===== src/rtl/load_store_unit.sv =====
// rtl/load_store_unit.sv - RV32I load/store memory stage with request/ready/rvalid handshake
// Faulting accesses are rejected in IDLE and never reach the memory port.
module load_store_unit #(
  parameter int DATA_WIDTH = 32,
  parameter int BE_WIDTH   = 4
) (
  input  logic                  clk,
  input  logic                  rst,
  input  logic                  MemRead,
  input  logic                  MemWrite,
  input  logic [2:0]            Funct3,
  input  logic [DATA_WIDTH-1:0] ALUResult,
  input  logic [DATA_WIDTH-1:0] WriteData,
  output logic                  Stall,
  output logic [DATA_WIDTH-1:0] ReadData,
  output logic                  LoadValid,
  output logic                  AccessFault,
  output logic                  MemReq,
  output logic                  MemWe,
  output logic [DATA_WIDTH-1:0] MemAddr,
  output logic [BE_WIDTH-1:0]   MemByteEn,
  output logic [DATA_WIDTH-1:0] MemWData,
  input  logic                  MemReady,
  input  logic                  MemRValid,
  input  logic [DATA_WIDTH-1:0] MemRData
);

  typedef enum logic [1:0] {IDLE, REQ, WAIT_R, DONE} state_t;

  state_t                state_q, state_d;
  logic [DATA_WIDTH-1:0] addr_q, addr_d;
  logic                  we_q, we_d;
  logic [BE_WIDTH-1:0]   be_q, be_d;
  logic [DATA_WIDTH-1:0] wdata_q, wdata_d;
  logic [2:0]            funct3_q, funct3_d;
  logic [1:0]            off_q, off_d;
  logic [DATA_WIDTH-1:0] rdata_q, rdata_d;
  logic                  fault_q, fault_d;

  logic                  access;
  logic                  fault;
  logic                  start;
  logic [1:0]            off;
  logic [BE_WIDTH-1:0]   be_new;
  logic [DATA_WIDTH-1:0] wdata_new;
  logic [DATA_WIDTH-1:0] lane;
  logic [DATA_WIDTH-1:0] load_ext;

  assign off    = ALUResult[1:0];
  assign access = MemRead | MemWrite;

  always_comb begin
    fault = 1'b0;
    if (MemRead && MemWrite)                               fault = 1'b1;
    if (Funct3 == 3'b011 || Funct3[2:1] == 2'b11)          fault = 1'b1;
    if (MemWrite && Funct3[2])                             fault = 1'b1;
    if (Funct3[1:0] == 2'b01 && off[0])                    fault = 1'b1;
    if (Funct3 == 3'b010 && off != 2'b00)                  fault = 1'b1;
  end

  assign start = access && !fault;

  // Stores place the right-aligned datum on every lane; byte enables pick the lane.
  always_comb begin
    be_new    = '0;
    wdata_new = WriteData;
    case (Funct3[1:0])
      2'b00: begin
        be_new    = 4'b0001 << off;
        wdata_new = {4{WriteData[7:0]}};
      end
      2'b01: begin
        be_new    = 4'b0011 << off;
        wdata_new = {2{WriteData[15:0]}};
      end
      default: begin
        be_new    = 4'b1111;
        wdata_new = WriteData;
      end
    endcase
  end

  assign lane = MemRData >> {off_q, 3'b000};

  always_comb begin
    load_ext = lane;
    case (funct3_q)
      3'b000:  load_ext = {{24{lane[7]}}, lane[7:0]};
      3'b100:  load_ext = {24'b0, lane[7:0]};
      3'b001:  load_ext = {{16{lane[15]}}, lane[15:0]};
      3'b101:  load_ext = {16'b0, lane[15:0]};
      default: load_ext = lane;
    endcase
  end

  always_comb begin
    state_d  = state_q;
    addr_d   = addr_q;
    we_d     = we_q;
    be_d     = be_q;
    wdata_d  = wdata_q;
    funct3_d = funct3_q;
    off_d    = off_q;
    rdata_d  = rdata_q;
    fault_d  = 1'b0;
    case (state_q)
      IDLE: begin
        if (access && fault) begin
          fault_d = 1'b1;
        end else if (start) begin
          addr_d   = {ALUResult[DATA_WIDTH-1:2], 2'b00};
          we_d     = MemWrite;
          be_d     = MemWrite ? be_new : '0;
          wdata_d  = wdata_new;
          funct3_d = Funct3;
          off_d    = off;
          state_d  = REQ;
        end
      end
      REQ: begin
        if (MemReady) state_d = we_q ? DONE : WAIT_R;
      end
      WAIT_R: begin
        if (MemRValid) begin
          rdata_d = load_ext;
          state_d = DONE;
        end
      end
      default: state_d = IDLE;
    endcase
  end

  always_ff @(posedge clk) begin
    if (rst) begin
      state_q  <= IDLE;
      addr_q   <= '0;
      we_q     <= 1'b0;
      be_q     <= '0;
      wdata_q  <= '0;
      funct3_q <= '0;
      off_q    <= '0;
      rdata_q  <= '0;
      fault_q  <= 1'b0;
    end else begin
      state_q  <= state_d;
      addr_q   <= addr_d;
      we_q     <= we_d;
      be_q     <= be_d;
      wdata_q  <= wdata_d;
      funct3_q <= funct3_d;
      off_q    <= off_d;
      rdata_q  <= rdata_d;
      fault_q  <= fault_d;
    end
  end

  assign Stall       = (state_q == REQ) || (state_q == WAIT_R) || (state_q == IDLE && start);
  assign ReadData    = rdata_q;
  assign LoadValid   = (state_q == DONE) && !we_q;
  assign AccessFault = fault_q;
  assign MemReq      = (state_q == REQ);
  assign MemWe       = we_q;
  assign MemAddr     = addr_q;
  assign MemByteEn   = be_q;
  assign MemWData    = wdata_q;

endmodule

===== config.mk =====
export PLATFORM = sky130hd
export DESIGN_NAME = load_store_unit
export DESIGN_NICKNAME = d
export VERILOG_FILES = /design/src/rtl/load_store_unit.sv
export SDC_FILE = /design/constraint.sdc
export NUM_CORES = 1
export LEC_CHECK = 0
export BUFFER_PORTS_ARGS = -buffer_cell sky130_fd_sc_hd__buf_2
export CAP_MARGIN = 30
export CORE_MARGIN = 2
export CORE_UTILIZATION = 45
export DETAILED_ROUTE_END_ITERATION = 16
export PLACE_DENSITY_LB_ADDON = 0.08
export SLEW_MARGIN = 20
export SYNTH_ARGS = -nofsm -noshare
export SYNTH_HDL_FRONTEND = slang
export SYNTH_SLANG_ARGS = --single-unit

===== constraint.sdc =====
create_clock -name clk -period 2.8 [get_ports clk]
set_clock_uncertainty 0.2 [all_clocks]
set_input_delay 0.14 -clock clk [delete_from_list [all_inputs] [get_ports clk]]
set_output_delay 0.14 -clock clk [all_outputs]
set_load 0.1 [all_outputs]

==> reports/qor.yml, run 1 <==
netlist_instances: 607
antenna_found_initial: 0
tns_ns: 0
n_fill_cell: 955
grt_pass1_vias: 5107
final-max-slew-violation-count: 0
grt.busiest_layer: "met2"
ff2ff_setup_slack_ns: 0.30
layout-drive-gt1-share_pct: 29.7
critPathCaptureType: "flop"
slew_headroom_pct: 48.8
vias: 5472
avgSynthCellArea_sq_um: 8.22
power.internal_mw: 2.84
path_max_fanout: 23
synth-warning-count: 0
worstSetupStartpointType: "input pin"
min_period_ns: 2.56
ant_nets: 0
pin_count: 210
synth_edf_count: 0
detail_route.first_pass.iterations: 5
hold_viol: 1
h-tree-depth: 3
violations: "hold timing"
rr_startpoint: "state_q[1]$_SDFFE_PP0P_"
rsz0062_at_grt: "false"
clkPwrFrac_pct: 19.2
clk_pin_slew_ns: 0.10
grt_max_degree: 71
syn_area_sq_mm: 0.00499
sequentialPowerShare_pct: 32.3
die_y_um: 109
synthTopCellsByCount: "dfxtp_1, a21oi_1, o21ai_0, nand3_1, nand2_1"
diodes: 0
wl_per_cell_um: 16.3
grtUsageTotal_pct: 26.3
timing.final.crit_share_pct: 91.4
post-synth-top-count-cell: "dfxtp_1"
worstMarginPinSlew_ns: 0.768
die_x_um: 109
max_freq_mhz: 391
use_met2_pct: 46.7
min_path_type: "input pin to flop"
p_sw_share_pct: 49.3
synth_cell_type_count: 35
cts_buffers: 9
synth_ff_type: "dfxtp_1"
peakVddDrop_mv: 0.465
grt_use_met3_pct: 4.56
vias_per_cell: 5.51
total_power_mw: 5.60
io_buffers: 207
clock-sinks: 107
timing.rr.end: "MemWData[13]$_SDFFE_PP0P_"
grt_overflow: 0
hold_depth: 5
core_area_sq_mm: 0.0108
arrival_ns: 2.68
status: "finished, violations left"
maxCapViolCount: 0
yosys.area.top_type_share_pct: 42.9
drc_errors: 0
p_comb_share_pct: 48.5
power_density_mw_per_mm2: 796
synth_top_area_cell: "dfxtp_1"
clk_latency_ns: 0.37
setup_viol: 0
drt_iter0_drc: 365
hold_slack_ns: -0.00504
cts-root-buf: "clkbuf_8"
cts.path.max_buffers: 2
async_reset_ff_share_pct: 0
row_count: 38
path_class: "input pin to flop"
leakagePower_nw: 2.99
area_delta_synth_final_pct: 41.0
start_util_pct: 46.0
synth.area.top_cells: "dfxtp_1, a21oi_1, o21ai_0"
rr_worst_depth: 6
synth-seq-cells: 107
worstHoldEndpoint: "MemWData[29]$_SDFFE_PP0P_"
grt_pass1_wl_mm: 24.9
nNetsFinal: 959
crit_path_start: "ALUResult[0]"
dp_hpwl_mm: 10.6
cts_setup_buffers: 0
synth_seq_area_share_pct: 42.9
met1_usage_pct: 31.5
utilization_pct: 64.9
die-area_sq_mm: 0.0119
placed_area_sq_mm: 0.00607
wl_mm: 16.2
cts_tree: "yes"
net-switching-power_mw: 2.76
stdcell_area_sq_mm: 0.00703
hp-start: "WriteData[29]"
cp.required_ns: 2.92
gp_congestion: 0.892
-- cell type report --
class                   count  area (sq um)  area share [%]
clock buffers              12           145            2.06
clock inverters             4          80.1            1.14
inverters                   4          15.0           0.213
multi-input cells         433          2560            36.4
flip-flops and latches    107          2140            30.5
well taps                 140           175            2.49
repair buffers            294          1920            27.3
-- per-stage QoR --
step                instances  hold slack, ns  setup WS, ns
finish                    994        -0.00504         0.240
floorplan                 608          0.0860         0.326
global route              994          0.0339        0.0695
global placement          904           0.192         0.580
CTS                       994         0.00122         0.160
detailed placement        904           0.200         0.500
-- critical path: stages --
cell and delay, ns:
dlygate4sd3_1 0.53, buf_2 0.17, o31ai_1 0.39, and4_4 0.49, a21oi_1 0.11, a311oi_1 0.26, dlygate4sd3_1 0.59
-- worst max-delay path by stage --
stage,to,cells past startpoint
after global routing,MemWData[13]$_SDFFE_PP0P_,7
final,MemWData[13]$_SDFFE_PP0P_,7
after floorplan,LoadValid,1
after global placement,MemWData[6]$_SDFFE_PP0P_,6
after CTS,MemWData[13]$_SDFFE_PP0P_,7
after detailed placement,MemAddr[3]$_SDFFE_PP0P_,6
-- sequential cells by signal, indices dropped and copies added, names as in the netlist --
register     cells
off_q            2
MemByteEn        4
state_q          2
MemAddr         30
AccessFault      1
MemWe            1
ReadData        32
funct3_q         3
MemWData        32
-- cells in the final DEF (no fill, tap or decap), types with 2 or more instances in the layout --
cell and count:
nor2_1 31, o2111ai_1 5, or2_2 3, o21ai_0 74
a21oi_1 88, mux2i_1 30, nand2_1 52, bufinv_16 2
a311oi_1 8, a211oi_1 25, ha_1 5, dfxtp_1 107
o211ai_1 7, o2bb2ai_1 8, nor3_1 11, clkbuf_1 2
dlygate4sd3_1 74, mux2_2 12, nand3_1 53, buf_12 3
nor2b_1 5, inv_1 4, conb_1 2, nand2b_1 3
buf_4 12, buf_2 205, clkbuf_8 10
-- per-layer routing --
layer / part of all wire (%) / wire, um
met5: 0 / 0
met4: 2.4 / 386
met3: 6.2 / 1000
met2: 50 / 8110
met1: 42 / 6750
-- logic make-up after synthesis --
logic type                 Yosys count  share of synthesized area [%]
buffers and inverters               68                           5.92
AOI/OAI and AO/OA                  219                           25.7
adders and majority gates            5                           1.25
muxes                               43                           9.18
and+or+nand+nor                    164                           14.9
other                                1                         0.0752
DFF                                107                           42.9
-- power groups by stage --
stage	Clock [mW]	Sequential [mW]	Combinational (mW)
after floorplan	0	3.03	0.910
after global placement	0	1.83	2.60
after detailed placement	0	1.84	2.62
after CTS	1.10	1.81	2.70
after global routing	1.16	1.83	2.85
final	1.08	1.81	2.71
-- timing repair --
action | 4_1_cts | 5_1_grt
hold buffers | 74 | 0
setup endpoints to repair | 0 | 1
endpoints found under the hold margin | 77 | 0
gates resized for setup | 0 | 1
Power figures use the tool's default switching activity.
==> run 2, diff against run 1 <==
--- a/config.mk
+++ b/config.mk
@@ -7,8 +7,10 @@
 export LEC_CHECK = 0
 export BUFFER_PORTS_ARGS = -buffer_cell sky130_fd_sc_hd__buf_2
 export CAP_MARGIN = 30
+export CELL_PAD_IN_SITES_DETAIL_PLACEMENT = 1
+export CELL_PAD_IN_SITES_GLOBAL_PLACEMENT = 1
 export CORE_MARGIN = 2
-export CORE_UTILIZATION = 45
+export CORE_UTILIZATION = 34
 export DETAILED_ROUTE_END_ITERATION = 16
 export PLACE_DENSITY_LB_ADDON = 0.08
 export SLEW_MARGIN = 20
==> run 2 against run 1 <==
- the flow now finishes without violations
- clock-buffer cell count unchanged
- total power increased by 4.1%
- combinational power increased by 3%
- hold slack improved by 0.029 ns
- register-to-register slack got worse by 0.07 ns
- largest cell class unchanged
- largest power group unchanged
- highest routed layer unchanged
==> reports/qor.yml, run 2 (synthesis gave the netlist of run 1 again) <==
die_y_um: 125  # +14%
maxCapViolCount: 0  # unchanged
timing.final.crit_share_pct: 93.7  # +2.3 points
leakagePower_nw: 3.01  # +0.66%
nNetsFinal: 956  # -0.31%
grt_max_degree: 58  # -18%
grt_pass1_wl_mm: 30.0  # +21%
setup_viol: 0  # unchanged
clk_pin_slew_ns: 0.07  # -0.03 ns
cts.path.max_buffers: 2  # unchanged
rr_startpoint: "state_q[0]$_SDFFE_PP0P_"
cts_tree: "yes"
cts_setup_buffers: 0  # unchanged
clk_latency_ns: 0.35  # -0.02 ns
vias_per_cell: 5.30  # -3.8%
wl_mm: 18.9  # +16%
io_buffers: 207  # unchanged
clock-sinks: 107  # unchanged
final-max-slew-violation-count: 0  # unchanged
worstHoldEndpoint: "ReadData[6]$_SDFFE_PP0P_"
pin_count: 210  # unchanged
cts-root-buf: "clkbuf_16"
critPathCaptureType: "flop"
placed_area_sq_mm: 0.00613  # +1.1%
min_period_ns: 2.62  # +0.0650 ns
crit_path_start: "ALUResult[1]"
gp_congestion: 0.839  # -6.0%
peakVddDrop_mv: 0.348  # -25%
critical_path.top_delay_family: "buffers and inverters"
worstMarginPinSlew_ns: 0.731  # -0.0373 ns
hold_slack_ns: 0.0235  # +0.0286 ns
die_x_um: 125  # +14%
tns_ns: 0  # unchanged
timing.rr.end: "MemWData[10]$_SDFFE_PP0P_"
dp_hpwl_mm: 12.4  # +17%
area_delta_synth_final_pct: 43.0
worstSetupStartpointType: "input pin"
status: "finished clean"
grtUsageTotal_pct: 23.5  # -2.9 points
max_freq_mhz: 381  # -2.5%
start_util_pct: 34.6  # -11 points
hp-start: "MemRData[6]"
die-area_sq_mm: 0.0157  # +31%
grt_pass1_vias: 5666  # +11%
critical_path.slowest_cell: "dlygate4sd3_1"
antenna_found_initial: 1  # +1
rsz0062_at_grt: "false"
layout-drive-gt1-share_pct: 30.0  # +0.26 points
ant_nets: 0  # unchanged
vias: 5484  # +0.22%
crit_buf_inv: 4  # +1
crit_path_cell_trace: "dlygate4sd3_1 > buf_2 > o31ai_2 > and4_2 > buf_6 > a21oi_1 > a311oi_1 > dlygate4sd3_1"
total_power_mw: 5.83  # +4.1%
cpPeakStageDelay_ns: 0.58  # about the same
detail_route.first_pass.iterations: 4  # -1
layout_commonest_cell: "buf_2"
core_area_sq_mm: 0.0144  # +33%
h-tree-depth: 3  # unchanged
ff2ff_setup_slack_ns: 0.23  # -0.07 ns
grt_overflow: 0  # unchanged
min_path_type: "input pin to flop"
utilization_pct: 49.5  # -15 points
hold_viol: 0  # -1
row_count: 44  # +16%
stdcell_area_sq_mm: 0.00713  # +1.4%
cts_buffers: 9  # unchanged
path_class: "input pin to flop"
drc_errors: 0  # unchanged
arrival_ns: 2.72  # +0.04 ns
cp.required_ns: 2.89  # -0.03 ns
power_density_mw_per_mm2: 818  # +2.7%
final_cell_mix: "buf_2, dfxtp_1, a21oi_1"
rr_worst_depth: 6  # unchanged
crit_top_cell: "dlygate4sd3_1"
hold_depth: 5  # unchanged
slew_headroom_pct: 51.3  # +2.5 points
wl_per_cell_um: 18.2  # +12%
drt_iter0_drc: 300  # -18%
path_max_fanout: 43  # +87%
-- run 2: worst reg2reg max path, cell delays in order (launching register included) --
cell           delay [ns]
dfxtp_1              0.34
inv_1                0.12
ha_1                 0.39
and2_2               0.52
a21oi_1              0.14
a311oi_1             0.24
dlygate4sd3_1        0.58
-- run 2: worst max path at each step --
| stage | slack (ns) | to | cells after the start |
|---|---|---|---|
| after detailed placement | 0.52 | MemWData[12]$_SDFFE_PP0P_ | 6 |
| after CTS | 0.01 | MemWData[10]$_SDFFE_PP0P_ | 8 |
| after global routing | 0.04 | MemWData[10]$_SDFFE_PP0P_ | 8 |
| final | 0.18 | MemWData[10]$_SDFFE_PP0P_ | 8 |
| after global placement | 0.63 | ReadData[21]$_SDFFE_PP0P_ | 4 |
| after floorplan | 0.33 | LoadValid | 1 |
-- run 2: routing by layer --
layer / track usage [%] / vias up / share of wire (%)
met3: 4.88 / 33 / 4.8
li1: - / 2658 / -
met4: 8.63 / 0 / 2.3
met1: 30.8 / 2643 / 46
met2: 38.2 / 150 / 47
met5: 0 / - / 0
-- run 2: per-stage QoR --
| step | worst slack, ns | cells |
|---|---|---|
| after floorplan | 0.326 | 608 |
| after global placement | 0.625 | 948 |
| after detailed placement | 0.521 | 948 |
| after CTS | 0.00966 | 1034 |
| after global routing | 0.0428 | 1035 |
| final | 0.175 | 1035 |
-- run 2: timing repair --
item / in CTS / in global routing
hold buffers: 71 / 0
resized for setup: 0 / 3
setup endpoints to repair: 0 / 1
hold endpoints to repair: 74 / 0
-- run 2: layout make-up --
| class | count | area, sq um |
|---|---|---|
| timing repair buffer | 291 | 1900 |
| sequential | 107 | 2140 |
| inverter | 4 | 15.0 |
| antenna | 1 | 2.50 |
| multi-input combinational | 433 | 2560 |
| clock inverter | 3 | 22.5 |
| tap | 184 | 230 |
| clock buffer | 12 | 256 |
| fill | 1772 | 7290 |
-- run 2: power breakdown --
part           internal, mW  total [mW]  switching [mW]  leakage (nW)
sequential             1.71        1.81           0.107         0.869
combinational         0.614        2.78            2.17          2.00
clock                 0.652        1.24           0.584         0.139
total                  2.97        5.83            2.86          3.01
